`src/rtl/branch_unit_pkg.sv`:
```
// Shared definitions for the branch unit: condition codes (also used by the
// decoder) and the condition evaluator for flag-based jumps.
package branch_unit_pkg;

  // Condition codes carried on br_cond. Codes 10-15 behave as COND_NONE.
  localparam logic [3:0] COND_NONE = 4'd0;
  localparam logic [3:0] COND_JMP  = 4'd1;
  localparam logic [3:0] COND_JE   = 4'd2;
  localparam logic [3:0] COND_JNE  = 4'd3;
  localparam logic [3:0] COND_JB   = 4'd4;
  localparam logic [3:0] COND_JAE  = 4'd5;
  localparam logic [3:0] COND_JA   = 4'd6;
  localparam logic [3:0] COND_JBE  = 4'd7;
  localparam logic [3:0] COND_CALL = 4'd8;
  localparam logic [3:0] COND_RET  = 4'd9;

  // True when a plain jump (unconditional or flag-conditional) is taken.
  // CALL and RET redirect through their own paths and return 0 here.
  function automatic logic cond_taken(input logic [3:0] cond,
                                      input logic       zf,
                                      input logic       cf);
    logic taken;
    taken = 1'b0;
    case (cond)
      COND_JMP: taken = 1'b1;
      COND_JE:  taken = zf;
      COND_JNE: taken = !zf;
      COND_JB:  taken = cf;
      COND_JAE: taken = !cf;
      COND_JA:  taken = !cf && !zf;
      COND_JBE: taken = cf || zf;
      default:  taken = 1'b0;
    endcase
    return taken;
  endfunction

endpackage

```
`src/rtl/branch_unit_return_stack.sv`:
```
// Circular return-address stack. Pushing onto a full stack overwrites the
// oldest entry (the write pointer has wrapped onto it) and keeps the count
// saturated; popping an empty stack is ignored. Both cases are flagged
// combinationally so the owner can register an error pulse.
module return_stack #(
  parameter int AW        = 16,
  parameter int RAS_DEPTH = 4
) (
  input  logic          clk,
  input  logic          rst_n,
  input  logic          i_push,
  input  logic          i_pop,
  input  logic [AW-1:0] i_push_data,
  output logic [AW-1:0] o_top,
  output logic          o_empty,
  output logic          o_overflow,
  output logic          o_underflow
);

  localparam int PW = $clog2(RAS_DEPTH);
  localparam int CW = PW + 1;

  logic [AW-1:0] r_mem [RAS_DEPTH];
  logic [PW-1:0] r_ptr;    // next free slot; top of stack is r_ptr-1
  logic [CW-1:0] r_count;

  logic          w_full;
  logic          w_do_pop;
  logic [PW-1:0] w_top_idx;

  assign w_full      = (r_count == CW'(RAS_DEPTH));
  assign o_empty     = (r_count == '0);
  assign w_do_pop    = i_pop && !o_empty;
  assign w_top_idx   = r_ptr - PW'(1);
  assign o_top       = r_mem[w_top_idx];
  assign o_overflow  = i_push && w_full;
  assign o_underflow = i_pop && o_empty;

  // Entry storage: written on push only, so it carries no reset.
  always_ff @(posedge clk) begin
    if (i_push) begin
      r_mem[r_ptr] <= i_push_data;
    end
  end

  // Pointer and occupancy; push takes priority if both were ever requested.
  always_ff @(posedge clk or negedge rst_n) begin
    if (!rst_n) begin
      r_ptr   <= '0;
      r_count <= '0;
    end else if (i_push) begin
      r_ptr <= r_ptr + PW'(1);
      if (!w_full) begin
        r_count <= r_count + CW'(1);
      end
    end else if (w_do_pop) begin
      r_ptr   <= r_ptr - PW'(1);
      r_count <= r_count - CW'(1);
    end
  end

endmodule

```
`src/rtl/branch_unit.sv`:
```
// Branch unit: architectural ZF/CF register, condition evaluation with a
// same-cycle flag bypass, program counter, return-address stack, and the
// registered flush / stack-error pulses sent to fetch and decode.
module branch_unit
  import branch_unit_pkg::*;
#(
  parameter int          AW        = 16,
  parameter int unsigned RESET_PC  = 0,
  parameter int          RAS_DEPTH = 4
) (
  input  logic          clk,
  input  logic          rst_n,
  input  logic          stall,
  input  logic          flag_we,
  input  logic          zf_in,
  input  logic          cf_in,
  input  logic          br_valid,
  input  logic [3:0]    br_cond,
  input  logic [AW-1:0] br_target,
  output logic [AW-1:0] pc,
  output logic          zf,
  output logic          cf,
  output logic          flush,
  output logic          stack_err
);

  logic [AW-1:0] r_pc;
  logic          r_zf;
  logic          r_cf;
  logic          r_flush;
  logic          r_stack_err;

  logic          w_zf_eff;
  logic          w_cf_eff;
  logic          w_is_call;
  logic          w_is_ret;
  logic          w_jump;
  logic          w_push;
  logic          w_pop;
  logic          w_ras_empty;
  logic          w_ras_ovf;
  logic          w_ras_unf;
  logic [AW-1:0] w_ras_top;
  logic [AW-1:0] w_pc_inc;
  logic [AW-1:0] w_pc_next;
  logic          w_redirect;

  // A compare issued in the same cycle as the jump must steer it, so the
  // incoming flags bypass the register while flag_we is high.
  assign w_zf_eff = flag_we ? zf_in : r_zf;
  assign w_cf_eff = flag_we ? cf_in : r_cf;

  assign w_is_call = br_valid && (br_cond == COND_CALL);
  assign w_is_ret  = br_valid && (br_cond == COND_RET);
  assign w_jump    = br_valid && cond_taken(br_cond, w_zf_eff, w_cf_eff);

  // The stack only moves on edges where the pipeline advances.
  assign w_push = !stall && w_is_call;
  assign w_pop  = !stall && w_is_ret;

  assign w_pc_inc = r_pc + AW'(1);

  return_stack #(
    .AW        (AW),
    .RAS_DEPTH (RAS_DEPTH)
  ) u_ras (
    .clk         (clk),
    .rst_n       (rst_n),
    .i_push      (w_push),
    .i_pop       (w_pop),
    .i_push_data (w_pc_inc),
    .o_top       (w_ras_top),
    .o_empty     (w_ras_empty),
    .o_overflow  (w_ras_ovf),
    .o_underflow (w_ras_unf)
  );

  // Next-pc select; any load from br_target or the stack counts as a redirect,
  // even when the target happens to equal pc+1.
  always_comb begin
    w_pc_next  = w_pc_inc;
    w_redirect = 1'b0;
    if (w_jump || w_is_call) begin
      w_pc_next  = br_target;
      w_redirect = 1'b1;
    end else if (w_is_ret && !w_ras_empty) begin
      w_pc_next  = w_ras_top;
      w_redirect = 1'b1;
    end
  end

  // Architectural flag register.
  always_ff @(posedge clk or negedge rst_n) begin
    if (!rst_n) begin
      r_zf <= 1'b0;
      r_cf <= 1'b0;
    end else if (!stall && flag_we) begin
      r_zf <= zf_in;
      r_cf <= cf_in;
    end
  end

  // Program counter; holds during stall.
  always_ff @(posedge clk or negedge rst_n) begin
    if (!rst_n) begin
      r_pc <= AW'(RESET_PC);
    end else if (!stall) begin
      r_pc <= w_pc_next;
    end
  end

  // One-cycle flush and stack-error pulses, suppressed on stalled edges.
  always_ff @(posedge clk or negedge rst_n) begin
    if (!rst_n) begin
      r_flush     <= 1'b0;
      r_stack_err <= 1'b0;
    end else if (stall) begin
      r_flush     <= 1'b0;
      r_stack_err <= 1'b0;
    end else begin
      r_flush     <= w_redirect;
      r_stack_err <= w_ras_ovf || w_ras_unf;
    end
  end

  assign pc        = r_pc;
  assign zf        = r_zf;
  assign cf        = r_cf;
  assign flush     = r_flush;
  assign stack_err = r_stack_err;

endmodule
```
`config.mk`:
```
export PLATFORM = sky130hd
export DESIGN_NAME = branch_unit
export DESIGN_NICKNAME = d
export VERILOG_FILES = /design/src/rtl/branch_unit_pkg.sv /design/src/rtl/branch_unit_return_stack.sv /design/src/rtl/branch_unit.sv
export SDC_FILE = /design/constraint.sdc
export NUM_CORES = 1
export LEC_CHECK = 0
export ABC_CLOCK_PERIOD_IN_PS = 2850
export CORE_MARGIN = 2
export CORE_UTILIZATION = 56
export CTS_CLUSTER_SIZE = 28
export DETAILED_ROUTE_END_ITERATION = 6
export DONT_BUFFER_PORTS = 1
export PLACE_DENSITY = 0.82
export SLEW_MARGIN = 40
export SYNTH_ARGS = -nofsm -noshare
export SYNTH_HDL_FRONTEND = slang
export SYNTH_HIERARCHICAL = 1
export SYNTH_SLANG_ARGS = --single-unit
```
`constraint.sdc`:
```
create_clock -name clk -period 2.85 [get_ports clk]
set_input_delay 0.7125 -clock clk [delete_from_list [all_inputs] [get_ports clk]]
set_output_delay 0.7125 -clock clk [all_outputs]
set_load 0.01 [all_outputs]
```
==> qor.yml <==
layout:
  final_nets: 361
  final_util: 0.6191
  synthToLayoutAreaGrowth_pct: 7.367
  drive_above_1_share: 0.1742
  post-route-cell-area_um2: 4760
  diodes: 0
worst_setup_path:
  cp_slowest_cell: "dfrtp_1"
  crit_path_max_incr_delay_ns: 0.56
  endpoint: "pc[14]"
  worstPathArrival_ns: 2.56
  rr_endpoint: "pc[14]"
  reg2reg_slack_ns: 0.56
  crit_start: "pc[3]"
  end_kind: "register"
  crit_family: "simple AND/OR/NAND/NOR gates"
  path_cells: "nand4_1 -> nor4_1 -> xor2_1 -> o2111ai_1 -> o311ai_2"
  reg2reg_depth: 5
  critPathKind: "reg -> reg"
  worstSetupStartpointType: "register"
  crit_fanout: 7
  reg2reg_from: "pc[3]"
  cp.depth: 5
  critPathBufInv: 0
  critical_path_required_ns: 3.11
clock_network:
  clock_latency_ns: 0.35
  clockBufferDepth: 2
  cts_num_sinks: 89
  cts_tree: "done"
  cts_setup_buffers: 0
  holdBufCountCts: 0
  cts_resized: 0
  clkTransAtPathRegs_ns: 0.09
  cts_buffers: 9
  cts.htree.levels: 3
  cts_root_buf: "clkbuf_8"
sta:
  maxSlewViolCount: 0
  max_slew.worst_pin.slew_ns: 0.6928
  layout_setup_ws_ns: 0.5579
  fin_skew_ns: 0.008964
  finalSetupTns_ns: 0
  slew_headroom: 0.5376
  rsz0062_at_grt: "no"
  layout_min_cycle_time_ns: 2.292
  finalSetupViolations: 0
  fmax_mhz: 436.3
  finalHoldViolations: 0
  fin_crit_sh: 0.8042
min_path:
  hold_path_class: "in -> async"
route:
  drc_errors: 0
  first_pass_iters: 5
  dr.first_iter.drc_count: 258
  viasPerCell: 6.428
  ant_nets: 0
  avgRoutedWirePerCell_um: 21.68
  totalWireLength_um: 9432
  vias: 2796
global_routing:
  grt_pass1_wl_um: 14770
  antenna_found_initial: 0
  grt-ovfl-total: 0
  grt_pass1_vias: 2846
  grt_usage: 0.2294
  grt_max_degree: 27
synth:
  synth_top_area_cell: "edfxtp_1"
  synth_area_per_cell_um2: 13.94
  ys_seq_elements: 89
  yosys-top-cells-area: "edfxtp_1, dfrtp_1, mux4_2"
  netlist_area_um2: 4433
  synth_edf_count: 64
  synth_cell_type_count: 56
  ys.flop_type: "edfxtp_1"
  syn-instance-count: 318
  yosysSeqAreaShare: 0.5747
  yosys_warnings: 6
  syn_nets: 351
  async_flop_share: 0.2809
  synth_top_cell_area_share: 0.4335
placed_design:
  port_buffers: 0
  gp_congestion: 0.7730
  placed_area_um2: 4561
  dpl.hpwl_um: 6308
  pre_cts_ws_ns: 0.2964
pwr:
  ir_drop_v: 0.0003881
  swShare: 0.3340
  power.static_leakage_nw: 1.744
  p_seq_frac: 0.482
  powerDensity_nw_per_um2: 803.8
  p_switching_mw: 1.278
  p_comb_frac: 0.298
  p_int_mw: 2.548
  clock_power_share: 0.220
job:
  cap_viol_max_count: 0
outcome:
  outcome: "completed"
floorplanning:
  start_util: 0.5767
  row_count: 32
  die_h_um: 92.97
  boundaryPins: 47
  die_area_um2: 8643
  die_width_um: 92.97
  core_um2: 7687
-- kinds of logic (layout without fill, tap and decap cells) --
logic type                 after synthesis  after routing  share of synthesized area
xor gates and xnor gates                16             16                    0.03161
muxes                                   26             26                     0.1132
adders and majority gates                6              6                    0.01863
buffers and inverters                   33             48                    0.04403
and+or+nand+nor                         86             86                     0.1033
AOI/OAI and AO/OA                       62             62                     0.1146
DFF                                     89             89                     0.5747
-- cell usage in the layout, fill, tap and decap left out, types with 7 or more instances in the layout --
cell type  instances
mux4_2             9
edfxtp_1          64
o21a_1             8
mux4_1             7
nor2_1            15
nand2_1           20
buf_4             15
xnor2_1            8
mux2i_1            7
xor2_1             8
o21ai_0            7
dfrtp_1           25
o2111ai_1          7
nand4_1            7
inv_1             15
clkbuf_8           9
o211ai_1          10
nand3_1            9
-- flip-flops by register name, indices dropped and copies added (netlist names) --
| signal | flops |
|---|---|
| pc | 16 |
| u_ras/r_mem | 64 |
| u_ras/r_count | 3 |
| stack_err | 1 |
| flush | 1 |
| u_ras/r_ptr | 2 |
| cf | 1 |
| zf | 1 |
-- synth_stat cells, drive strengths merged, types with 5 or more instances --
cell type  count
buf           11
mux2i          8
xnor2          8
and2           6
a21oi          7
ha             5
inv           15
nor3           6
edfxtp        64
o21ai          7
o21a           8
o2111ai        7
o311ai         7
nand2         20
xor2           8
mux4          16
nand3          9
clkbuf         7
nand4          7
nor4           7
o211ai        10
nor2          17
dfrtp         25
-- worst min path at each step --
stage	from	endpoint	slack, ns	depth (start not counted)
after detailed placement	rst_n	stack_err	0.42	0
after CTS	rst_n	pc[13]	0.04	0
after global placement	rst_n	u_ras/r_count[1]	0.42	0
final	rst_n	pc[2]	0.04	0
after floorplan	rst_n	cf	0.42	0
after global routing	rst_n	pc[13]	0.02	0
-- layer usage --
layer	share of wire	global-route usage
met4	0.014	0.05760
met2	0.49	0.3847
met1	0.40	0.3007
met3	0.092	0.06124
met5	0	0
-- through the flow --
stage / hold slack, ns / cells / total power [mW]
floorplan: 0.4169 / 318 / 2.729
global placement: 0.4176 / 418 / 2.939
detailed placement: 0.4177 / 418 / 3.001
CTS: 0.03508 / 434 / 3.833
global route: 0.02227 / 435 / 4.001
finish: 0.04157 / 435 / 3.826
-- cell type report --
type,instances,area [µm²]
fillers,594,2928
clock buffers,9,123.9
flip-flops and latches,89,2547
repair buffers,17,137.6
well taps,102,127.6
multi-input cells,196,1697
inverters,15,56.30
clock inverters,7,70.07
-- power groups by stage --
stage	Combinational [mW]	Sequential [mW]	Clock, mW
finish	1.14	1.84	0.842
floorplan	0.929	1.80	0
global route	1.23	1.87	0.904
CTS	1.14	1.84	0.857
global placement	1.08	1.86	0
detailed placement	1.13	1.87	0
Note: power is estimated with default switching activity, not from simulation.
